<file path="src/rtl/imem_arbiter_pkg.sv">
// Shared types and defaults for the instruction-memory arbiter.
//   state_e : arbiter mode (BOOT = loader owns memory, RUN = fetch priority)
//   owner_e : which requester the read data returning next cycle belongs to
package imem_pkg;

  localparam int unsigned ADDR_W_DEF     = 8;
  localparam int unsigned DATA_W_DEF     = 32;
  localparam int unsigned STARVE_MAX_DEF = 4;

  typedef enum logic {
    BOOT,
    RUN
  } state_e;

  typedef enum logic [1:0] {
    NONE,
    FETCH,
    LOADER
  } owner_e;

  // Owner of the read launched by this cycle's grant; writes and idle cycles
  // return nothing.
  function automatic owner_e owner_of(input logic f_gnt, input logic l_gnt,
                                      input logic l_we);
    owner_e o;
    o = NONE;
    if (f_gnt)               o = FETCH;
    else if (l_gnt && !l_we) o = LOADER;
    return o;
  endfunction

endpackage

</file>
<file path="src/rtl/imem_arbiter_if.sv">
// Bus bundle between the arbiter, its two requesters and the instruction RAM.
//   fetch port  : f_req/f_addr in, f_gnt/f_rvalid/f_rdata/fetch_stall out
//   loader port : l_req/l_we/l_addr/l_wdata in, l_gnt/l_rvalid/l_rdata out
//   RAM port    : mem_en/mem_we/mem_addr/mem_wdata out, mem_rdata in
// slave  = arbiter side, master = requesters + RAM side.
interface imem_arbiter_if
  import imem_pkg::*;
#(
  parameter int unsigned ADDR_W = ADDR_W_DEF,
  parameter int unsigned DATA_W = DATA_W_DEF
);

  logic              f_req;
  logic [ADDR_W-1:0] f_addr;
  logic              f_gnt;
  logic              f_rvalid;
  logic [DATA_W-1:0] f_rdata;
  logic              fetch_stall;

  logic              l_req;
  logic              l_we;
  logic [ADDR_W-1:0] l_addr;
  logic [DATA_W-1:0] l_wdata;
  logic              l_gnt;
  logic              l_rvalid;
  logic [DATA_W-1:0] l_rdata;

  logic              mem_en;
  logic              mem_we;
  logic [ADDR_W-1:0] mem_addr;
  logic [DATA_W-1:0] mem_wdata;
  logic [DATA_W-1:0] mem_rdata;

  modport slave (
    input  f_req, f_addr, l_req, l_we, l_addr, l_wdata, mem_rdata,
    output f_gnt, f_rvalid, f_rdata, fetch_stall,
           l_gnt, l_rvalid, l_rdata,
           mem_en, mem_we, mem_addr, mem_wdata
  );

  modport master (
    output f_req, f_addr, l_req, l_we, l_addr, l_wdata, mem_rdata,
    input  f_gnt, f_rvalid, f_rdata, fetch_stall,
           l_gnt, l_rvalid, l_rdata,
           mem_en, mem_we, mem_addr, mem_wdata
  );

endinterface

</file>
<file path="src/rtl/imem_arbiter_rr_starve.sv">
// Loader starvation counter for RUN mode.
//   clk, rst_n : clock, async active-low reset
//   i_run      : arbiter is in RUN
//   i_l_req    : loader request
//   i_l_gnt    : loader granted this cycle
//   o_force    : loader must win this cycle (counter saturated while requesting)
module imem_rr_starve
  import imem_pkg::*;
#(
  parameter int unsigned STARVE_MAX = STARVE_MAX_DEF
) (
  input  logic clk,
  input  logic rst_n,
  input  logic i_run,
  input  logic i_l_req,
  input  logic i_l_gnt,
  output logic o_force
);

  localparam int unsigned CNT_W = $clog2(STARVE_MAX + 1);

  logic [CNT_W-1:0] r_starve_cnt;
  logic             w_at_max;

  assign w_at_max = (r_starve_cnt == CNT_W'(STARVE_MAX));
  assign o_force  = i_run & i_l_req & w_at_max;

  always_ff @(posedge clk or negedge rst_n) begin
    if (!rst_n) begin
      r_starve_cnt <= '0;
    end else if (!i_run || i_l_gnt || !i_l_req) begin
      r_starve_cnt <= '0;
    end else if (!w_at_max) begin
      r_starve_cnt <= r_starve_cnt + 1'b1;
    end
  end

endmodule

</file>
<file path="src/rtl/imem_arbiter.sv">
// Arbiter sharing a single-port synchronous-read instruction RAM between the
// fetch stage (read only) and the program loader (read/write).
//   clk, rst_n : clock, async active-low reset
//   boot_mode  : 1 = loader owns the memory, fetch held stalled
//   bus        : fetch, loader and RAM signals (imem_arbiter_if.slave)
// Fetch wins in RUN unless the loader has been starved STARVE_MAX cycles.
module imem_arbiter
  import imem_pkg::*;
#(
  parameter int unsigned ADDR_W     = ADDR_W_DEF,
  parameter int unsigned DATA_W     = DATA_W_DEF,
  parameter int unsigned STARVE_MAX = STARVE_MAX_DEF
) (
  input  logic           clk,
  input  logic           rst_n,
  input  logic           boot_mode,
  imem_arbiter_if.slave  bus
);

  state_e            r_state;
  owner_e            r_owner;
  logic [DATA_W-1:0] r_f_rdata;
  logic [DATA_W-1:0] r_l_rdata;

  logic w_run;
  logic w_force;
  logic w_f_gnt;
  logic w_l_gnt;
  logic w_stall;

  assign w_run = (r_state == RUN);

  imem_rr_starve #(
    .STARVE_MAX (STARVE_MAX)
  ) u_starve (
    .clk     (clk),
    .rst_n   (rst_n),
    .i_run   (w_run),
    .i_l_req (bus.l_req),
    .i_l_gnt (w_l_gnt),
    .o_force (w_force)
  );

  always_ff @(posedge clk or negedge rst_n) begin
    if (!rst_n) begin
      r_state <= BOOT;
    end else begin
      case (r_state)
        BOOT:    if (!boot_mode) r_state <= RUN;
        RUN:     if (boot_mode)  r_state <= BOOT;
        default: r_state <= BOOT;
      endcase
    end
  end

  always_comb begin
    w_f_gnt = 1'b0;
    w_l_gnt = 1'b0;
    w_stall = 1'b1;
    if (!w_run) begin
      w_l_gnt = bus.l_req;
    end else if (w_force) begin
      w_l_gnt = 1'b1;
    end else begin
      w_f_gnt = bus.f_req;
      w_l_gnt = bus.l_req & ~bus.f_req;
      w_stall = bus.f_req & ~w_f_gnt;
    end
  end

  assign bus.f_gnt       = w_f_gnt;
  assign bus.l_gnt       = w_l_gnt;
  assign bus.fetch_stall = w_stall;

  assign bus.mem_en    = w_f_gnt | w_l_gnt;
  assign bus.mem_we    = w_l_gnt & bus.l_we;
  assign bus.mem_addr  = w_l_gnt ? bus.l_addr  : bus.f_addr;
  assign bus.mem_wdata = w_l_gnt ? bus.l_wdata : '0;

  always_ff @(posedge clk or negedge rst_n) begin
    if (!rst_n) begin
      r_owner   <= NONE;
      r_f_rdata <= '0;
      r_l_rdata <= '0;
    end else begin
      r_owner <= owner_of(w_f_gnt, w_l_gnt, bus.l_we);
      if (r_owner == FETCH)  r_f_rdata <= bus.mem_rdata;
      if (r_owner == LOADER) r_l_rdata <= bus.mem_rdata;
    end
  end

  // RAM data arrives the cycle after the grant, so rvalid/rdata are driven
  // straight from mem_rdata during that cycle to keep 1-cycle latency; the
  // registered copy holds the value afterwards.
  assign bus.f_rvalid = (r_owner == FETCH);
  assign bus.l_rvalid = (r_owner == LOADER);
  assign bus.f_rdata  = (r_owner == FETCH)  ? bus.mem_rdata : r_f_rdata;
  assign bus.l_rdata  = (r_owner == LOADER) ? bus.mem_rdata : r_l_rdata;

endmodule
</file>
<file path="src/flat_wrapper.sv">
// flat-port wrapper written by rule: the top's interface ports become plain ports
module imem_arbiter_flat import imem_pkg::*;
#(
  parameter int unsigned ADDR_W     = ADDR_W_DEF,
  parameter int unsigned DATA_W     = DATA_W_DEF,
  parameter int unsigned STARVE_MAX = STARVE_MAX_DEF
)
  (clk, rst_n, boot_mode, bus_f_req, bus_f_addr, bus_l_req, bus_l_we, bus_l_addr, bus_l_wdata, bus_mem_rdata, bus_f_gnt, bus_f_rvalid, bus_f_rdata, bus_fetch_stall, bus_l_gnt, bus_l_rvalid, bus_l_rdata, bus_mem_en, bus_mem_we, bus_mem_addr, bus_mem_wdata);
  imem_arbiter_if #(.ADDR_W(ADDR_W), .DATA_W(DATA_W)) bus_i ();
  input  logic clk;
  input  logic rst_n;
  input  logic boot_mode;
  input wire logic [$bits(bus_i.f_req)-1:0] bus_f_req;
  input wire logic [$bits(bus_i.f_addr)-1:0] bus_f_addr;
  input wire logic [$bits(bus_i.l_req)-1:0] bus_l_req;
  input wire logic [$bits(bus_i.l_we)-1:0] bus_l_we;
  input wire logic [$bits(bus_i.l_addr)-1:0] bus_l_addr;
  input wire logic [$bits(bus_i.l_wdata)-1:0] bus_l_wdata;
  input wire logic [$bits(bus_i.mem_rdata)-1:0] bus_mem_rdata;
  output wire logic [$bits(bus_i.f_gnt)-1:0] bus_f_gnt;
  output wire logic [$bits(bus_i.f_rvalid)-1:0] bus_f_rvalid;
  output wire logic [$bits(bus_i.f_rdata)-1:0] bus_f_rdata;
  output wire logic [$bits(bus_i.fetch_stall)-1:0] bus_fetch_stall;
  output wire logic [$bits(bus_i.l_gnt)-1:0] bus_l_gnt;
  output wire logic [$bits(bus_i.l_rvalid)-1:0] bus_l_rvalid;
  output wire logic [$bits(bus_i.l_rdata)-1:0] bus_l_rdata;
  output wire logic [$bits(bus_i.mem_en)-1:0] bus_mem_en;
  output wire logic [$bits(bus_i.mem_we)-1:0] bus_mem_we;
  output wire logic [$bits(bus_i.mem_addr)-1:0] bus_mem_addr;
  output wire logic [$bits(bus_i.mem_wdata)-1:0] bus_mem_wdata;
  assign bus_i.f_req = bus_f_req;
  assign bus_i.f_addr = bus_f_addr;
  assign bus_i.l_req = bus_l_req;
  assign bus_i.l_we = bus_l_we;
  assign bus_i.l_addr = bus_l_addr;
  assign bus_i.l_wdata = bus_l_wdata;
  assign bus_i.mem_rdata = bus_mem_rdata;
  assign bus_f_gnt = bus_i.f_gnt;
  assign bus_f_rvalid = bus_i.f_rvalid;
  assign bus_f_rdata = bus_i.f_rdata;
  assign bus_fetch_stall = bus_i.fetch_stall;
  assign bus_l_gnt = bus_i.l_gnt;
  assign bus_l_rvalid = bus_i.l_rvalid;
  assign bus_l_rdata = bus_i.l_rdata;
  assign bus_mem_en = bus_i.mem_en;
  assign bus_mem_we = bus_i.mem_we;
  assign bus_mem_addr = bus_i.mem_addr;
  assign bus_mem_wdata = bus_i.mem_wdata;
  imem_arbiter #(.ADDR_W(ADDR_W), .DATA_W(DATA_W), .STARVE_MAX(STARVE_MAX)) u_core (.clk(clk), .rst_n(rst_n), .boot_mode(boot_mode), .bus(bus_i));
endmodule
</file>
<file path="config.mk">
export PLATFORM = sky130hd
export DESIGN_NAME = imem_arbiter_flat
export DESIGN_NICKNAME = d
export VERILOG_FILES = /design/src/rtl/imem_arbiter_pkg.sv /design/src/rtl/imem_arbiter_if.sv /design/src/rtl/imem_arbiter_rr_starve.sv /design/src/rtl/imem_arbiter.sv /design/src/flat_wrapper.sv
export SDC_FILE = /design/constraint.sdc
export NUM_CORES = 1
export LEC_CHECK = 0
export ABC_AREA = 1
export CORE_UTILIZATION = 33
export DETAILED_ROUTE_END_ITERATION = 16
export GPL_ROUTABILITY_DRIVEN = 0
export GPL_TIMING_DRIVEN = 0
export PLACE_DENSITY = 0.76
export SYNTH_ARGS = -nofsm -noshare
export SYNTH_HDL_FRONTEND = slang
export SYNTH_SLANG_ARGS = --single-unit
</file>
<file path="constraint.sdc">
create_clock -name clk -period 1.41 [get_ports clk]
set_clock_uncertainty 0.05 [all_clocks]
set_input_delay 0.2115 -clock clk [delete_from_list [all_inputs] [get_ports clk]]
set_output_delay 0.2115 -clock clk [all_outputs]
set_load 0.005 [all_outputs]
</file>
==> metrics <==
Port Buf Inserts 196; number of detailed-route iterations in the first pass 4; Slew @ Worst Pin 0.872 ns; vias in the first global route 3571; fraction of post-synthesis cell area in the top cell type by area 55.4%; buffer levels on the longest clock path 2; most area-consuming cells after synthesis dfrtp_1 (55%), nand2_1 (10%), inv_1 (9.0%); area share of and/or/nand/nor cells after synthesis 16.6%; pin count of the biggest net entering global routing 71; Post-Syn Area 0.00316 mm2; count of yosys warnings during synthesis 0; peak supply drop 0.436 mV; status complete, but fails checks; normalized max-slew margin 41.9%; post-layout min period 1.96 ns; Inserted Diodes 0; category of the critical setup timing path reg -> out; Yosys top cell by area dfrtp_1; worst-case register-to-register setup slack -0.07 ns; final critical-path setup slack -0.545 ns; Required @ worst endpoint 1.15 ns; total nets after synthesis 455; post-place instance area 0.00529 mm2; arithmetic-cell share of the synthesized area counting full adders, half adders and majority gates 0.791%; Synth Flop Type dfrtp_1; synth cell count leaders nand2_1 (84), inv_1 (76), dfrtp_1 (70); H-tree levels 3; xor and xnor area share after synthesis 0.277%; die extent in y 99.9 um; detailed-route wire length 12700 um; Pwr Density 989 mW/mm2; fraction of final layout cells with drive strength greater than 1 58.5%; final count of hold timing violations 0; total overflow reported by the global router 0; footprint of the flip-flops and latches 0.00175 mm2; clock-pin transition on the worst setup and hold timing paths 0.07 ns; violated checks negative setup slack; launch point of the critical path u_core.u_starve.r_starve_cnt[0]; number of nets in the layout 709; worst setup slack after placement -0.814 ns; wire length of the first global-routing pass 17500 um; Clk Tree Root Cell clkbuf_8; first-iteration detailed-routing DRC count 64; per-instance average area after synthesis 8.62 um2; Setup crit end kind output pin; static power due to leakage 3.45 nW; synth unique cells 17; final-layout worst hold slack 0.302 ns; Rows 35; maximum achievable frequency 0.511 GHz; count of filler cells inserted in the layout 652; largest driver fanout on the critical path 5; antenna violations before repair 0; dominant combinational cell family by area after synthesis simple AND/OR/NAND/NOR gates; final core occ 74.2%; area overhead of the layout relative to synthesis 118%; clock latency on the worst-skew pair 0.34 ns; DRC violations left 0; clock tree from TritonCTS yes; setup repair after global routing missed its margin yes; post-route cell area 0.00689 mm2; share of synthesized registers carrying an async set or reset 100%; DPL Wire Length 7980 um; Reg-to-Reg Start u_core.r_owner[0]; post-synthesis sequential area ratio 55.4%; global routing usage summed across all routing layers 23.1%; type of the tightest min-delay check in -> reg; Post-Synthesis Cells 367; Max-cap violations 0; detailed-route wire length per cell 16.8 um; max-slew violation count 0; Boundary Pins 197; remaining antenna violation count 0; fraction of the mapped netlist area in compound gates 13.0%; drt via density 4.57; mux cell area share after synthesis 0%; worst hold path startpoint boot_mode; number of endpoints failing setup at the final stage 111; total via count in the routed design 3447; Final Cycle Share 139%; CTS Sinks 70; Arr. time, crit path 1.69 ns; area used by multi-input combinational logic 0.00202 mm2; critical path launch point type register; Num CTS Buffers 9; width of the chip 99.9 um; synthesis-stage register bit count 70; most numerous cell in the Yosys netlist nand2_1; EDFF count, synth 0; core region area 0.00928 mm2; floorplan die area 0.00998 mm2; initial core utilization 34.1%
## report_power, final
part	internal, mW	switching (mW)
clock network	1.09	0.773
logic	1.29	1.14
registers	2.33	0.200
## state kept, by name, summed over array words and instances, names as in the netlist
name / count
u_core.r_f_rdata: 32
u_core.r_l_rdata: 32
u_core.r_owner: 2
u_core.r_state: 1
u_core.u_starve.r_starve_cnt: 3
## metrics by stage
step                TNS [ns]  instances  total power, mW
finish                -47.19        755             6.82
floorplan                  0        367             3.05
CTS                   -49.23        730             6.23
global route          -56.22        755             7.14
global placement     -215.23        692             4.23
detailed placement    -65.96        692             4.28
## logic make-up after synthesis
family,after synthesis
adder cells (fa/ha/maj),2
flip-flops,70
XOR/XNOR,1
AO/OA/AOI/OAI,65
AND/OR/NAND/NOR,134
buffers and inverters,95
## cell type report
| cell class | instances | area share (%) |
|---|---|---|
| Multi-Input combinational cell | 202 | 29.3 |
| Tap cell | 129 | 2.34 |
| Clock buffer | 11 | 2.20 |
| Timing Repair Buffer | 243 | 30.5 |
| Buffer | 19 | 4.74 |
| Sequential cell | 70 | 25.4 |
| Clock inverter | 5 | 1.18 |
| Inverter | 76 | 4.28 |
## cell usage in the layout, fill, tap and decap left out, types with 11 or more instances in the layout
master / n
buf_2: 95
buf_4: 21
buf_6: 22
clkbuf_16: 13
clkbuf_8: 11
clkdlybuf4s50_1: 83
dfrtp_1: 70
inv_1: 71
nand2_1: 12
nand2_2: 41
nand2_4: 32
nor2_2: 14
nor2_4: 14
o21ai_2: 12
o21ai_4: 53
## worst max-delay path, stage by stage, from the launching register on
cell	delay, ns
dfrtp_1	0.39
inv_1	0.06
ha_2	0.18
nand2_4	0.06
nand2_4	0.09
nand2_8	0.07
buf_12	0.14
clkbuf_16	0.15
nor2_2	0.08
buf_2	0.12
## worst paths after layout
kind                                                   endpoint  cells after the start
worst max register to register              u_core.r_l_rdata[2]                      7
min in group asynchronous                  u_core.r_l_rdata[17]                      2
worst min register to register              u_core.r_f_rdata[1]                      2
worst max-delay path                           bus_mem_wdata[3]                      9
worst min-delay path                             u_core.r_state                      2
max in group asynchronous       u_core.u_starve.r_starve_cnt[2]                      2
## layer usage
metal / track usage (%) / vias to the layer above / share of wire [%]
li1: - / 1609 / -
met1: 22.8 / 1677 / 36
met2: 45.0 / 137 / 55
met3: 6.69 / 24 / 6.0
met4: 8.82 / 0 / 3.1
met5: 0 / - / 0
## repair_timing
action / in CTS / in global routing
resized for setup: 580 / 210
pin swaps: 8 / 13
hold endpoints to repair: 70 / 0
cloned: 5 / 9
endpoints found under the setup margin: 131 / 111
buffers inserted: 16 / 16
hold buffers: 1 / 0
Power figures use the tool's default switching activity.
